File: src/rtl/bus_xfer_ctrl.sv
// Bus transfer controller: enables one source onto the shared bus, captures the
// bus word, then strobes the selected destination's load input.
module bus_xfer_ctrl #(
  parameter int W     = 8,
  parameter int N_SRC = 4,
  parameter int N_DST = 4,
  parameter int SEL_W = 2
) (
  input  logic             clk,
  input  logic             rst_n,
  input  logic             start,
  input  logic [SEL_W-1:0] src,
  input  logic [SEL_W-1:0] dst,
  input  logic [W-1:0]     bus_in,
  output logic [N_SRC-1:0] oe,
  output logic [N_DST-1:0] ld,
  output logic [W-1:0]     data_out,
  output logic             busy,
  output logic             done,
  output logic             err
);

  typedef enum logic [1:0] {
    S_IDLE    = 2'd0,
    S_DRIVE   = 2'd1,
    S_CAPTURE = 2'd2,
    S_LOAD    = 2'd3
  } state_t;

  localparam logic [SEL_W:0] SRC_LIM = (SEL_W+1)'(N_SRC);
  localparam logic [SEL_W:0] DST_LIM = (SEL_W+1)'(N_DST);

  function automatic logic [N_SRC-1:0] src_onehot(input logic [SEL_W-1:0] idx);
    logic [N_SRC-1:0] v;
    for (int i = 0; i < N_SRC; i++) v[i] = (idx == SEL_W'(i));
    return v;
  endfunction

  function automatic logic [N_DST-1:0] dst_onehot(input logic [SEL_W-1:0] idx);
    logic [N_DST-1:0] v;
    for (int i = 0; i < N_DST; i++) v[i] = (idx == SEL_W'(i));
    return v;
  endfunction

  state_t           r_state;
  logic [SEL_W-1:0] r_dst;
  logic [N_SRC-1:0] r_oe;
  logic [N_DST-1:0] r_ld;
  logic [W-1:0]     r_data;
  logic             r_busy;
  logic             r_done;
  logic             r_err;
  logic             w_req_ok;

  assign w_req_ok = ({1'b0, src} < SRC_LIM) && ({1'b0, dst} < DST_LIM);

  // Transfer sequencer; oe is only ever set leaving IDLE and cleared leaving
  // CAPTURE, so LOAD always separates consecutive drive windows.
  always_ff @(posedge clk) begin
    if (!rst_n) begin
      r_state <= S_IDLE;
      r_dst   <= {SEL_W{1'b0}};
      r_oe    <= {N_SRC{1'b0}};
      r_ld    <= {N_DST{1'b0}};
      r_data  <= {W{1'b0}};
      r_busy  <= 1'b0;
      r_done  <= 1'b0;
      r_err   <= 1'b0;
    end else begin
      r_err <= 1'b0;
      case (r_state)
        S_IDLE: begin
          if (start && w_req_ok) begin
            r_dst   <= dst;
            r_oe    <= src_onehot(src);
            r_busy  <= 1'b1;
            r_state <= S_DRIVE;
          end else if (start) begin
            r_err <= 1'b1;
          end
        end
        S_DRIVE: r_state <= S_CAPTURE;
        S_CAPTURE: begin
          r_data  <= bus_in;
          r_oe    <= {N_SRC{1'b0}};
          r_ld    <= dst_onehot(r_dst);
          r_done  <= 1'b1;
          r_state <= S_LOAD;
        end
        S_LOAD: begin
          r_ld    <= {N_DST{1'b0}};
          r_done  <= 1'b0;
          r_busy  <= 1'b0;
          r_state <= S_IDLE;
        end
        default: begin
          r_oe    <= {N_SRC{1'b0}};
          r_ld    <= {N_DST{1'b0}};
          r_busy  <= 1'b0;
          r_done  <= 1'b0;
          r_state <= S_IDLE;
        end
      endcase
    end
  end

  assign oe       = r_oe;
  assign ld       = r_ld;
  assign data_out = r_data;
  assign busy     = r_busy;
  assign done     = r_done;
  assign err      = r_err;

endmodule

File: config.mk
export PLATFORM = sky130hd
export DESIGN_NAME = bus_xfer_ctrl
export DESIGN_NICKNAME = d
export VERILOG_FILES = /design/src/rtl/bus_xfer_ctrl.sv
export SDC_FILE = /design/constraint.sdc
export NUM_CORES = 1
export LEC_CHECK = 0
export CAP_MARGIN = 30
export CORE_UTILIZATION = 25
export DETAILED_ROUTE_END_ITERATION = 7
export SETUP_SLACK_MARGIN = 0.4
export SLEW_MARGIN = 10
export SYNTH_ARGS = -nofsm -noshare
export SYNTH_HDL_FRONTEND = slang
export SYNTH_SLANG_ARGS = --single-unit
File: constraint.sdc
create_clock -name clk -period 2.4 [get_ports clk]
set_input_delay 0.48 -clock clk [delete_from_list [all_inputs] [get_ports clk]]
set_output_delay 0.48 -clock clk [all_outputs]
set_load 0.02 [all_outputs]
==> results of run 1 <==
==> flip-flops by register name, indices dropped and copies added (netlist names) <==
signal    cells
data_out      8
ld            4
oe            4
r_dst         2
r_state       2
busy          1
done          1
==> stage by stage <==
stage	power, mW	cells	setup WS, ns	area [sq um]	hold slack [ns]
global placement	1.028	170	0.6387	1320	0.4482
finish	1.376	174	0.7023	1391	0.4555
floorplan	0.8553	94	1.061	974.7	0.4564
CTS	1.391	174	0.6896	1391	0.4610
detailed placement	1.040	170	0.5451	1320	0.4485
global route	1.460	174	0.6483	1391	0.4912
==> power groups by stage <==
stage / logic, mW / registers (mW) / clock network (mW)
floorplan: 0.294 / 0.561 / 0
global placement: 0.528 / 0.500 / 0
detailed placement: 0.536 / 0.504 / 0
CTS: 0.539 / 0.495 / 0.356
global route: 0.582 / 0.506 / 0.373
finish: 0.534 / 0.494 / 0.348
==> kinds of logic (layout without fill, tap and decap cells) <==
group	count (synthesis)	in the layout	share of synthesized area, %
muxes	11	11	11.81
other	1	1	0.3847
buffers and inverters	8	40	5.519
adders and majority gates	6	6	7.702
AOI/OAI and AO/OA	14	14	12.32
and+or+nand+nor	32	32	17.07
DFF	22	22	45.19
==> metal layers <==
metal  GRT usage [%]  up-vias  share of wire [%]
met5               0        -                  0
met4           7.500        0                2.8
met3           1.585        5                2.5
met2           18.55       14                 50
met1           11.14      357                 44
li1                -      390                  -
==> area by class of cell <==
cell class | count | area (sq um)
Fill cell | 385 | 2297
Multi-Input combinational cell | 64 | 480.5
Sequential cell | 22 | 440.4
Timing Repair Buffer | 33 | 327.8
Tap cell | 48 | 60.06
Clock buffer | 3 | 41.29
Clock inverter | 1 | 30.03
Inverter | 3 | 11.26
==> how the worst min path moves through the flow <==
stage,start,endpoint,slack [ns],cells past startpoint
after floorplan,r_dst[1]$_SDFFE_PN0P_,ld[1]$_SDFFE_PN0P_,0.46,1
after global placement,ld[3]$_SDFFE_PN0P_,ld[3]$_SDFFE_PN0P_,0.45,2
after detailed placement,ld[3]$_SDFFE_PN0P_,ld[3]$_SDFFE_PN0P_,0.45,2
after CTS,ld[3]$_SDFFE_PN0P_,ld[3]$_SDFFE_PN0P_,0.46,2
after global routing,ld[3]$_SDFFE_PN0P_,ld[3]$_SDFFE_PN0P_,0.49,2
final,ld[3]$_SDFFE_PN0P_,ld[3]$_SDFFE_PN0P_,0.46,2
==> layout by cell type, fill, tap and decap left out, drive strengths merged <==
cell type	count
dfxtp	22
o311a	1
buf	1
o31ai	1
nand3	8
a21boi	2
o21ai	1
nor2	3
inv	3
nand2b	3
nand2	7
o211ai	1
ha	6
clkdlybuf4s50	32
a32o	2
o211a	2
clkbuf	3
o41ai	4
mux2i	10
conb	1
nor2b	10
mux2	1
nor3b	1
bufinv	1
==> flow_metrics.tcl, run 1 <==
set metrics [dict create \
    slew_violations 0 \
    synth.avg_cell_area_sq_um 10.37 \
    cts-buffers-inserted 3 \
    drc_errors 0 \
    reg2regPathDepth 5 \
    io_buffers 32 \
    comb_power_share_pct 38.8 \
    ctsHoldBuffers 0 \
    htreeDepth 1 \
    wl_per_cell_microns 11.75 \
    rows 22 \
    die_w_microns 64.44 \
    clock_skew_ns 0.004693 \
    hold_viol 0 \
    postRouteAntennaNets 0 \
    drive_gt1_share_pct 5.556 \
    clock_latency_ns 0.27 \
    synth_flop_cell "dfxtp_1" \
    netlist_instances 94 \
    diodes 0 \
    gp_congestion 0.6858 \
    start_util_pct 26.42 \
    io_pins 34 \
    peakVddDrop_mv 0.3416 \
    clkTransAtPathRegs_ns 0.08 \
    fmax_ghz 0.5890 \
    fin_nets 148 \
    synth-seq-cells 22 \
    antenna_found_initial 0 \
    setup.worst_path.class "reg2out" \
    synth_edf_count 0 \
    cts_max_path_buffers 2 \
    clock_sinks 22 \
    cp-start-kind "register" \
    cts-root-buf "clkbuf_8" \
    cts_resized 0 \
    utilization_pct 37.72 \
    coreArea_sq_um 3689 \
    clockPowerShare_pct 25.3 \
    rr_startpoint "r_state[0]$_SDFFE_PN0P_" \
    arrival_ns 1.22 \
    min_path_type "reg2reg" \
    synth_top_area_cell "dfxtp_1" \
    setup_viol 0 \
    fin_setup_tns_ns 0 \
    critPathTopFamily "buffers and inverters" \
    ys_async_sr_fraction_pct 0 \
    drt-initial-drc-count 41 \
    avgViaCountPerCell 4.402 \
    cts_tree "built" \
    area_growth_pct 42.75 \
    post-route-period-util_pct 70.74 \
    status "completed" \
    synth_cell_types 25 \
    crit_slowest_cell "clkdlybuf4s50_1" \
    worstPathRequired_ns 1.92 \
    die_y_microns 64.44 \
    synth_nets 115 \
    swShare_pct 33.03 \
    critPathMaxStageDelay_ns 0.61 \
    synth.most_common_cell "dfxtp_1" \
    track_usage_pct 10.43 \
    dr.pass1.iters 4 \
    rsz0062_at_grt "false" \
    grt_max_degree 17 \
    vias 766 \
    synth_area_sq_um 974.7 \
    yosysWarningCount 0 \
    synth.area.top_cells "dfxtp_1, mux2i_1, ha_1" \
    cts_setup_buffers 0 \
    r2r_setup_slack_ns 0.87 \
    critPathMaxFanout 2 \
    seq_area_frac_synth_pct 45.19 \
    r2r_end "ld[0]$_SDFFE_PN0P_" \
    worst_pin_slew_ns 0.6066 \
    crit_buf_inv 1 \
    max_cap_violations 0 \
    leakage_nw 0.5291 \
    worstSetupEndpointType "primary output" \
    wl_microns 2045 \
    hpwl_microns 1566 \
    dieArea_sq_um 4153 \
    seqPwrFrac_pct 35.9 \
    synth_top_area_share_pct 45.19 \
    path_depth 1 \
    grt_pass1_wl_microns 3305 \
    max-slew-margin-rel_pct 59.56 \
    grt_pass1_vias 765 \
    crit_path_end "data_out[4]" \
    fin_crit_ns 1.698 \
    power_per_cell_area_nw_per_um2 989.0 \
    synthTopCellsByCount "dfxtp_1, nor2b_1, mux2i_1, nand3_1, nand2_1" \
    switchingPower_uw 454.5 \
    crit_chain "clkdlybuf4s50_1" \
    p_int_uw 921.5 \
    startpoint "data_out[4]$_SDFFE_PN0N_" \
    globalRouteOverflowTotal 0 \
]
No activity file was read; power rests on OpenSTA's default activity.
==> run 2, diff against run 1 <==
- clock period: 2.4 -> 1.7 ns (I/O delays scaled with it)
==> flow_metrics.tcl, run 2 (synthesized netlist as in run 1, its figures left out) <==
set metrics [dict create \
    status "completed" \
    cp-start-kind "register" \
    drc_errors 0 \
    avgViaCountPerCell 4.494 \
    holdWs_ns 0.4584 \
    coreArea_sq_um 3689 \
    fmax_ghz 0.7726 \
    grt_pass1_vias 769 \
    track_usage_pct 10.13 \
    startpoint "r_state[1]$_SDFFE_PN0P_" \
    critPathMaxFanout 8 \
    setup_viol 0 \
    rr_startpoint "r_state[1]$_SDFFE_PN0P_" \
    dp.cells 172 \
    peakVddDrop_mv 0.5742 \
    layout_common_cells "dfxtp_1, clkdlybuf4s50_1, nor2b_1" \
    largest_register_ff_count 8 \
    power_per_cell_area_nw_per_um2 1321 \
    rows 22 \
    dieArea_sq_um 4153 \
    grt_pass1_wl_microns 3346 \
    cts_max_path_buffers 2 \
    clkTransAtPathRegs_ns 0.08 \
    post-route-period-util_pct 76.14 \
    die_y_microns 64.44 \
    layout.cells.most_common "dfxtp_1" \
    htreeDepth 1 \
    area_growth_pct 47.88 \
    io_buffers 32 \
    cts_setup_buffers 0 \
    cts-buffers-inserted 3 \
    vias 791 \
    setup.worst_path.class "reg2reg" \
    slew_violations 0 \
    drt-initial-drc-count 45 \
    worstPathRequired_ns 1.86 \
    dr.pass1.iters 4 \
    postRouteAntennaNets 0 \
    fin_setup_tns_ns 0 \
    antenna_found_initial 0 \
    io_pins 34 \
    postPlaceCellArea_sq_um 1340 \
    clock_latency_ns 0.26 \
    fin_crit_ns 1.294 \
    diodes 0 \
    clock_skew_ns 0.007787 \
    worstSetupEndpointType "register" \
    start_util_pct 26.42 \
    drive_gt1_share_pct 17.97 \
    cts-root-buf "clkbuf_8" \
    wl_microns 2022 \
    gp_congestion 0.7699 \
    clock_sinks 22 \
    rsz0062_at_grt "true" \
    arrival_ns 1.46 \
    min_path_type "reg2reg" \
    leakage_nw 0.6059 \
    fin_nets 150 \
    grt_max_degree 15 \
    globalRouteOverflowTotal 0 \
    hpwl_microns 1523 \
    min_from "ld[3]$_SDFFE_PN0P_" \
    max_cap_violations 0 \
    cts_tree "built" \
    wl_per_cell_microns 11.49 \
    die_w_microns 64.44 \
    fin_area_sq_um 1441 \
    final_cells 176 \
    hold_viol 0 \
]
run 2: per-layer routing:
layer / global-route usage, % / vias to the layer above / part of all wire, %
met5: 0 / - / 0
met4: 2.500 / 0 / 0.74
met3: 2.641 / 2 / 3.8
met2: 17.37 / 18 / 52
met1: 12.53 / 375 / 44
li1: - / 396 / -
run 2: cell type report:
class / count / area, sq um
Tap cell: 48 / 60.06
Sequential cell: 22 / 445.4
Timing Repair Buffer: 35 / 320.3
Multi-Input combinational cell: 64 / 544.3
Fill cell: 380 / 2247
Clock buffer: 4 / 55.05
Inverter: 3 / 16.27
run 2: worst paths after layout:
path         depth (start not counted)  slack, ns            endpoint
min                                  2       0.46  ld[3]$_SDFFE_PN0P_
min reg2reg                          2       0.46  ld[3]$_SDFFE_PN0P_
max reg2reg                          5       0.41  oe[3]$_SDFFE_PN0P_
max                                  5       0.41  oe[3]$_SDFFE_PN0P_
run 2: timing repair:
item / in CTS / in global routing
setup endpoints to repair: 34 / 26
pin swaps: 0 / 2
hold buffers: 0 / 0
gates resized for setup: 27 / 21
run 2: stage by stage:
stage | utilization, % | total power, mW | setup WS [ns]
floorplan | - | 1.217 | 0.4135
global placement | 36.33 | 1.460 | 0.1857
detailed placement | 36.33 | 1.480 | 0.1492
CTS | 38.26 | 1.880 | 0.3840
global route | 39.08 | 2.032 | 0.2970
finish | 39.08 | 1.904 | 0.4056
run 2: report_power, final:
| part | total, mW | leakage [nW] | internal, mW | switching (mW) |
|---|---|---|---|---|
| logic | 0.814 | 0.397 | 0.378 | 0.437 |
| registers | 0.720 | 0.180 | 0.632 | 0.0883 |
| clock network | 0.369 | 0.0288 | 0.206 | 0.162 |
run 2: worst max-delay path: stages, from the launching register on:
cell     delay, ns
dfxtp_4       0.38
inv_4         0.07
ha_4          0.16
mux2i_4       0.37
nand3_1       0.15
o41ai_2       0.07
